[src/rtl/mem_arb_pkg.sv]
// Shared types for the IF/MEM memory port arbiter: FSM states, access size
// codes and the alignment rule applied to data requests.
package mem_arb_pkg;

    typedef enum logic [2:0] {
        ST_IDLE   = 3'd0,
        ST_GNT_D  = 3'd1,
        ST_GNT_I  = 3'd2,
        ST_DONE_D = 3'd3,
        ST_DONE_I = 3'd4,
        ST_ERR_D  = 3'd5
    } arb_state_e;

    localparam logic [1:0] SZ_WORD = 2'b00;
    localparam logic [1:0] SZ_HALF = 2'b01;
    localparam logic [1:0] SZ_BYTE = 2'b10;
    localparam logic [1:0] SZ_RSVD = 2'b11;

    localparam int STARVE_W = 4;

    function automatic logic misaligned(input logic [1:0] size, input logic [1:0] addr_lo);
        case (size)
            SZ_WORD: misaligned = (addr_lo != 2'b00);
            SZ_HALF: misaligned = addr_lo[0];
            SZ_BYTE: misaligned = 1'b0;
            default: misaligned = 1'b1;
        endcase
    endfunction

endpackage

[src/rtl/arb_starve_cnt.sv]
// Saturating count of consecutive data grants taken while a fetch is waiting.
// at_limit tells the arbiter to hand the next grant to fetch.
module arb_starve_cnt
    import mem_arb_pkg::*;
#(
    parameter int LIMIT = 4
) (
    input  logic                clk,
    input  logic                rst,
    input  logic                inc,
    input  logic                clr,
    output logic [STARVE_W-1:0] cnt,
    output logic                at_limit
);

    localparam logic [STARVE_W-1:0] LIMIT_C = STARVE_W'(LIMIT);

    logic [STARVE_W-1:0] cnt_q, cnt_d;

    always_comb begin
        cnt_d = cnt_q;
        if (clr) begin
            cnt_d = '0;
        end else if (inc && (cnt_q != '1)) begin
            cnt_d = cnt_q + STARVE_W'(1);
        end
    end

    always_ff @(posedge clk) begin
        if (rst) begin
            cnt_q <= '0;
        end else begin
            cnt_q <= cnt_d;
        end
    end

    assign cnt      = cnt_q;
    assign at_limit = (cnt_q == LIMIT_C);

endmodule

[src/rtl/mem_port_arbiter.sv]
// Shares one memory port between instruction fetch and data access. Data wins
// ties unless fetch has been passed over STARVE_LIMIT times in a row.
module mem_port_arbiter
    import mem_arb_pkg::*;
#(
    parameter int STARVE_LIMIT = 4,
    parameter int ADDR_W       = 32
) (
    input  logic                clk,
    input  logic                rst,
    input  logic                if_req,
    input  logic [ADDR_W-1:0]   if_addr,
    output logic [31:0]         if_rdata,
    output logic                if_valid,
    input  logic                dm_req,
    input  logic                dm_we,
    input  logic [1:0]          dm_size,
    input  logic [ADDR_W-1:0]   dm_addr,
    input  logic [31:0]         dm_wdata,
    output logic [31:0]         dm_rdata,
    output logic                dm_valid,
    output logic                dm_err,
    output logic                mem_req,
    output logic                mem_we,
    output logic [1:0]          mem_size,
    output logic [ADDR_W-1:0]   mem_addr,
    output logic [31:0]         mem_wdata,
    input  logic [31:0]         mem_rdata,
    input  logic                mem_ready,
    output logic                stall_if,
    output logic                stall_mem,
    output logic                busy,
    output arb_state_e          dbg_state,
    output logic [STARVE_W-1:0] dbg_starve_cnt
);

    // Handshake: requesters hold *_req level until their one-cycle *_valid
    // pulse; toward memory mem_req and its fields stay constant until the
    // cycle mem_ready is seen, and that cycle completes the access.

    arb_state_e          state_q, state_d;
    logic                mem_req_q, mem_req_d;
    logic                mem_we_q, mem_we_d;
    logic [1:0]          mem_size_q, mem_size_d;
    logic [ADDR_W-1:0]   mem_addr_q, mem_addr_d;
    logic [31:0]         mem_wdata_q, mem_wdata_d;
    logic [31:0]         if_rdata_q, if_rdata_d;
    logic [31:0]         dm_rdata_q, dm_rdata_d;
    logic                cnt_inc, cnt_clr, at_limit;

    arb_starve_cnt #(.LIMIT(STARVE_LIMIT)) u_starve (
        .clk      (clk),
        .rst      (rst),
        .inc      (cnt_inc),
        .clr      (cnt_clr),
        .cnt      (dbg_starve_cnt),
        .at_limit (at_limit)
    );

    always_comb begin
        state_d     = state_q;
        mem_req_d   = mem_req_q;
        mem_we_d    = mem_we_q;
        mem_size_d  = mem_size_q;
        mem_addr_d  = mem_addr_q;
        mem_wdata_d = mem_wdata_q;
        if_rdata_d  = if_rdata_q;
        dm_rdata_d  = dm_rdata_q;
        cnt_inc     = 1'b0;
        cnt_clr     = 1'b0;
        unique case (state_q)
            ST_IDLE: begin
                if (dm_req && misaligned(dm_size, dm_addr[1:0])) begin
                    state_d = ST_ERR_D;
                end else if (dm_req && !(if_req && at_limit)) begin
                    state_d     = ST_GNT_D;
                    mem_req_d   = 1'b1;
                    mem_we_d    = dm_we;
                    mem_size_d  = dm_size;
                    mem_addr_d  = dm_addr;
                    mem_wdata_d = dm_wdata;
                    cnt_inc     = if_req;
                end else if (if_req) begin
                    state_d     = ST_GNT_I;
                    mem_req_d   = 1'b1;
                    mem_we_d    = 1'b0;
                    mem_size_d  = SZ_WORD;
                    mem_addr_d  = if_addr;
                    mem_wdata_d = '0;
                    cnt_clr     = 1'b1;
                end
            end
            ST_GNT_D: begin
                if (mem_ready) begin
                    state_d   = ST_DONE_D;
                    mem_req_d = 1'b0;
                    if (!mem_we_q) begin
                        dm_rdata_d = mem_rdata;
                    end
                end
            end
            ST_GNT_I: begin
                if (mem_ready) begin
                    state_d    = ST_DONE_I;
                    mem_req_d  = 1'b0;
                    if_rdata_d = mem_rdata;
                end
            end
            // Completion states never arbitrate, so a still-high req is not re-granted.
            default: state_d = ST_IDLE;
        endcase
    end

    always_ff @(posedge clk) begin
        if (rst) begin
            state_q     <= ST_IDLE;
            mem_req_q   <= 1'b0;
            mem_we_q    <= 1'b0;
            mem_size_q  <= '0;
            mem_addr_q  <= '0;
            mem_wdata_q <= '0;
            if_rdata_q  <= '0;
            dm_rdata_q  <= '0;
        end else begin
            state_q     <= state_d;
            mem_req_q   <= mem_req_d;
            mem_we_q    <= mem_we_d;
            mem_size_q  <= mem_size_d;
            mem_addr_q  <= mem_addr_d;
            mem_wdata_q <= mem_wdata_d;
            if_rdata_q  <= if_rdata_d;
            dm_rdata_q  <= dm_rdata_d;
        end
    end

    assign mem_req   = mem_req_q;
    assign mem_we    = mem_we_q;
    assign mem_size  = mem_size_q;
    assign mem_addr  = mem_addr_q;
    assign mem_wdata = mem_wdata_q;
    assign if_rdata  = if_rdata_q;
    assign dm_rdata  = dm_rdata_q;
    assign if_valid  = (state_q == ST_DONE_I);
    assign dm_valid  = (state_q == ST_DONE_D) || (state_q == ST_ERR_D);
    assign dm_err    = (state_q == ST_ERR_D);
    assign busy      = (state_q != ST_IDLE);
    assign stall_if  = if_req && !if_valid;
    assign stall_mem = dm_req && !dm_valid;
    assign dbg_state = state_q;

endmodule

[config.mk]
export PLATFORM = sky130hd
export DESIGN_NAME = mem_port_arbiter
export DESIGN_NICKNAME = d
export VERILOG_FILES = /design/src/rtl/mem_arb_pkg.sv /design/src/rtl/arb_starve_cnt.sv /design/src/rtl/mem_port_arbiter.sv
export SDC_FILE = /design/constraint.sdc
export NUM_CORES = 1
export LEC_CHECK = 0
export BUFFER_PORTS_ARGS = -buffer_cell sky130_fd_sc_hd__buf_4
export CAP_MARGIN = 15
export CORE_UTILIZATION = 50
export DETAILED_ROUTE_END_ITERATION = 8
export PLACE_DENSITY = 0.92
export SLEW_MARGIN = 20
export SYNTH_ARGS = -nofsm -noshare
export SYNTH_HDL_FRONTEND = slang
export SYNTH_HIERARCHICAL = 1
export SYNTH_SLANG_ARGS = --single-unit
[constraint.sdc]
create_clock -name clk -period 5.3 [get_ports clk]
set_input_delay 1.59 -clock clk [delete_from_list [all_inputs] [get_ports clk]]
set_output_delay 1.59 -clock clk [all_outputs]
set_load 0.005 [all_outputs]
# --- Word-level counts from Yosys, hierarchy flattened ---
# Cells that the tools add are included.
word_totals:
  register_bits: 139
  latchBits: 0
  mem_bits_rw: 0
  mem_bits_ro: 0
  inputBits: 136
  output_inout_bits: 145
  wordCells: 78
  mem_count: 0
op_classes:
  n_addsub: 1
  n_mul: 0
  div_mod_pow: 0
  magnitude_cmp: 0
  n_eq_ne: 15
  n_shift: 0
  n_mux: 28
  bitwise: 2
  reduce_logical: 23
op_table:
  columns: ["op", "count"]
  rows:
  - ["two-way mux 32 bit", 4]
  - ["two-way mux 3 bit", 5]
  - ["two-way mux 1 bit", 14]
  - ["case mux 3 bit (3 select lines)", 1]
  - ["AND reduction 3 bit", 3]
  - ["inequality test 4 bit, second input constant", 2]
  - ["== test 3 x 2 -> 1 bit, second input constant", 2]
  - ["== test 3 bit, second input constant", 2]
  - ["logical AND 1 bit", 6]
  - ["inequality test 2 bit, second input constant", 3]
  - ["nonzero test 2 bit", 3]
  - ["adder 4 x 1 -> 4 bit, second input constant", 1]
  - ["== test 4 x 3 -> 1 bit, second input constant", 1]
  - ["two-way mux 2 bit", 2]
  - ["AND reduction 4 bit", 1]
  - ["OR reduction 2 bit", 2]
  - ["== test 3 x 1 -> 1 bit, second input constant", 1]
  - ["logical NOT 1 bit", 3]
  - ["logical NOT 3 bit", 1]
  - ["inequality test 3 bit, second input constant", 1]
  - ["case mux 1 bit (3 select lines)", 1]
  - ["nonzero test 3 bit", 1]
  - ["== test 2 x 1 -> 1 bit, second input constant", 1]
  - ["== test 2 bit, second input constant", 1]
  - ["6 further kinds", 7]

# --- Longest topological paths before layout ---
logic_depth:
  word_depth: 8
  ltp_mapped: 10
  depth_no_buf: 8

# --- Cells and area by module ---
# Netlist, hierarchy kept.
modules_own_cells:
  columns: ["mod", "n_inst", "cells_per_inst", "area_each_um2", "seq_area_each_um2"]
  rows:
  - ["mem_port_arbiter", 1, 632, 5512.8, 2702.6]
  - ["arb_starve_cnt", 1, 26, 220.2, 80.1]

# --- Least setup slack after synthesis ---
# No wires, ideal clock.
synth_timing:
  path_kind: "input -> register"
  start: "in dm_addr[1]"
  end: "reg u_starve.cnt_q[3] (netlist: u_starve/cnt[3])"
  setup_time_ns: 0.126
  t_arrival_ns: 3.249
  required_ns: 5.174
  path_slack_ns: 1.925
  cell_stages: 8
  path_buffers: 2
  path_cell_list: "nor2b_1 -> o311a_2 -> buf_4 -> buf_6 -> nor3b_1 -> nand4_1 -> o211ai_1 -> o41ai_1"
synth_via:
  elab_chain_len: 7
  word_cells_on_any_way: 10
  cone_classes: "mux (6); reduce/logical (4)"
synth_rtl:
  columns: ["element", "line_no", "source"]
  rows:
  - ["start, declared", "mem_port_arbiter.sv:18", "input logic [ADDR_W-1:0] dm_addr,"]
  - ["nonzero test 2 bit", "mem_arb_pkg.sv:23", "SZ_WORD: misaligned = (addr_lo != 2'b00);"]
  - ["case mux 1 bit (3 select lines)", "mem_arb_pkg.sv:22", "case (size)"]
  - ["two-way mux 1 bit", "mem_port_arbiter.sv:71", "unique case (state_q)"]
  - ["logical AND 1 bit", "mem_port_arbiter.sv:73", "if (dm_req && misaligned(dm_size, dm_addr[1:0])) begin"]
  - ["two-way mux 1 bit", "mem_port_arbiter.sv:73", null]
  - ["two-way mux 1 bit", "mem_port_arbiter.sv:71", null]
  - ["net cnt_inc", "mem_port_arbiter.sv:49", "logic cnt_inc, cnt_clr, at_limit;"]
  - ["logical AND 1 bit", "arb_starve_cnt.sv:24", "end else if (inc && (cnt_q != '1)) begin"]
  - ["end signal, assigned", "arb_starve_cnt.sv:33", "cnt_q <= cnt_d;"]
  - ["end, declared", "arb_starve_cnt.sv:18", "logic [STARVE_W-1:0] cnt_q, cnt_d;"]
# The timed path passes the listed nets, and every way through them passes these cells. The select of a mux whose other input is x is not followed.
# A chain may end at the register's enable or synchronous reset.

# --- Worst setup path in the final report ---
layout_timing:
  start: "in dm_req"
  end: "out stall_mem"
layout_via:
  elab_chain_len: 1
layout_rtl:
  columns: ["element", "line_no", "source"]
  rows:
  - ["start, declared", "mem_port_arbiter.sv:15", "input logic dm_req,"]
  - ["logical AND 1 bit", "mem_port_arbiter.sv:148", "assign stall_mem = dm_req && !dm_valid;"]
  - ["end, declared", "mem_port_arbiter.sv:31", "output logic stall_mem,"]
# Every way passes these cells.

==> metrics.txt <==
DRC Markers=0; clock power share=39.6%; Primary FF master, synth=dfxtp_1; final setup vio count=0; ANT cells=0; Layout Cells excl Fill=1,054; status=finished, final reports clean; gr ovfl total=0; commonest non-fill, non-tap cell in the layout=buf_4; pin count of the biggest net entering global routing=80; Critical Path RT=3.71 ns; Max Slew Vio Count=0; combinational share of power=18.8%; DRT iter0 DRCs=446; final hold slack=0.4534 ns; Synth Register Bits=139; clock buffer depth=2; die area=11,900 sq um; nets=1,039; layout cell share with drive strength beyond 1=37.86%; CORE AREA=10,980 sq um; hold_sp=dm_rdata[28]$_SDFFE_PP0P_; Area Growth Syn to Fin=44.91%; Num Clock Sinks=139; ANT nets after route=0; sequential power share=41.6%; post-synth top area share=48.54%; Post-Syn Nets=796; Leak Pwr=3.549 nW; crit end category=output port; PortBufs=280; FMAX=278.1 MHz; R2R Setup Slk=2.49 ns; CTS tree=yes; largest area contributor in the netlist=dfxtp_1; R2R depth=8; Mean Syn Cell Area=8.713 sq um; Layout Skew=0.008918 ns; io pins=281; Worst Tran Pin Value=0.8988 ns; crit-path max FO=6; Std-Cell Rows=38; top cells by area, synth=dfxtp_1 (49%), a21oi_1 (12%), nand2_1 (8.6%), mux2i_1 (5.6%), nand4_1 (3.9%); DIE WIDTH=109.1 um; worst skew pair latency=0.40 ns; setup fix buffers added after clock tree synthesis=0; Via Count=5,906; hpwl dp=12.37 mm; post-synthesis sequential area ratio=48.54%; Synth Instances=658; post-CTS sizing=0; distinct cell type count after synthesis=42; initial antenna violation count=0; Min-Delay Path Class=reg -> reg; clock-pin slew on the worst setup and hold paths=0.06 ns; WHS Path Cells=2; GPL Wtd Cong=0.8098; All-Layer GR Usage=28.38%; vias in the first global route=5,386; RSZ-0062 raised after global routing=false; most frequent cells in the layout=buf_4 (288), dfxtp_1 (139), a21oi_1 (134); post-synthesis cell area=5733 sq um; pwr dens=340.7 nW/um^2; maxcap violations=0; slew margin rel.=40.08%; final hold vios=0; ys async rst share=0%; Total Neg Setup Slack=0 ns; switching pwr=0.0008193 W; Worst Setup Start Kind=input pin; # placed instances=1,022; YS warnings=6; CTS Buf Count=17; fin crit share=67.85%; root buffer cell=clkbuf_16; internal power=0.002011 W; WL final=17.65 mm; number of flops mapped to enable cells by yosys=0; Worst VDD drop=0.1819 mV; hold-fix buffer count after cts=0; FF-to-FF End=u_starve/cnt[3]$_SDFFE_PP0P_; first-pass GRT wire length=26.36 mm; CP arrival=2.01 ns; Hold Path Sink=dm_rdata[28]$_SDFFE_PP0P_; Starting Density=52.20%; DR vias/cell=5.603; H-tree Lvls=4; die height=109.1 um; Total Power=0.002831 W; min cycle time layout=3.596 ns; DR pass1 iterations=5; Worst Setup SP=dm_req; worst reg2reg path startpoint=u_starve/cnt[0]$_SDFFE_PP0P_; WS Path Type=in -> out; Sw Ratio=28.94%; DR WL/cell=16.74 um
==> metrics by stage <==
step	utilization, %	instance area (sq um)	setup slack (ns)
2_1_floorplan	-	5733	1.925
3_3_place_gp	70.48	7741	1.642
3_5_place_dp	70.48	7741	1.564
4_1_cts	75.62	8305	1.700
5_1_grt	75.64	8308	1.694
6_report	75.64	8308	1.704
==> state kept, by name, indices dropped and copies added (netlist names) <==
signal        cells
dm_rdata         32
if_rdata         32
mem_addr         32
mem_wdata        32
u_starve/cnt      4
dbg_state         3
mem_size          2
mem_req           1
mem_we            1
==> critical path: stages <==
cell and delay (ns):
buf_4 0.15, nor2b_1 0.13, buf_4 0.13
==> cells by family (layout without fill, tap and decap cells) <==
family,count (synthesis),in the layout,synth area share [%]
AOI/OAI and AO/OA,214,214,21.87
and+or+nand+nor,201,201,16.70
DFF,139,139,48.54
buffers and inverters,68,324,6.569
muxes,32,32,5.587
adders and majority gates,2,2,0.4364
xor gates and xnor gates,2,2,0.3056
==> power groups by stage <==
stage	Sequential (W)	Clock, W	Combinational, W
2_1_floorplan	0.00119	0	0.000277
3_3_place_gp	0.00120	0	0.000520
3_5_place_dp	0.00120	0	0.000532
4_1_cts	0.00118	0.00113	0.000533
5_1_grt	0.00119	0.00118	0.000577
6_report	0.00118	0.00112	0.000533
==> worst max-delay path by stage <==
stage | endpoint | slack, ns
finish | stall_mem | 1.70
global placement | u_starve/cnt[3]$_SDFFE_PP0P_ | 1.64
CTS | stall_mem | 1.70
global route | stall_mem | 1.69
floorplan | u_starve/cnt[3]$_SDFFE_PP0P_ | 1.93
detailed placement | u_starve/cnt[3]$_SDFFE_PP0P_ | 1.56
==> synth_stat cells, types with 2 or more instances <==
cell	n
dfxtp_1	139
a21oi_1	134
nand2_1	132
nand4_1	36
mux2i_1	32
o21ai_0	28
clkbuf_1	24
a211oi_1	22
buf_2	22
buf_4	11
o21ai_1	11
a211oi_2	10
buf_6	7
or3_1	5
a21boi_1	3
inv_1	3
nand3_1	3
nor2_1	3
nor2b_1	3
nor3_2	3
and3b_1	2
ha_1	2
nand2b_1	2
nor3_1	2
nor3b_1	2
==> layout make-up <==
| type | instances | area, sq um |
|---|---|---|
| clock buffers | 18 | 439.2 |
| clock inverters | 14 | 125.1 |
| fillers | 806 | 2675 |
| inverters | 4 | 15.01 |
| multi-input cells | 451 | 2609 |
| flip-flops and latches | 139 | 2783 |
| well taps | 140 | 175.2 |
| repair buffers | 288 | 2162 |
==> routing by layer <==
metal  part of all wire [%]  wire (um)  vias to the layer above  global-route usage (%)
met5                      0          0                        -                       0
met4                    2.8        493                        0                   12.36
met3                    8.0       1404                       38                   7.830
met2                     52       9237                      283                   50.22
met1                     37       6512                     2771                   31.63
li1                       -          -                     2814                       -
Power figures use the tool's default switching activity.
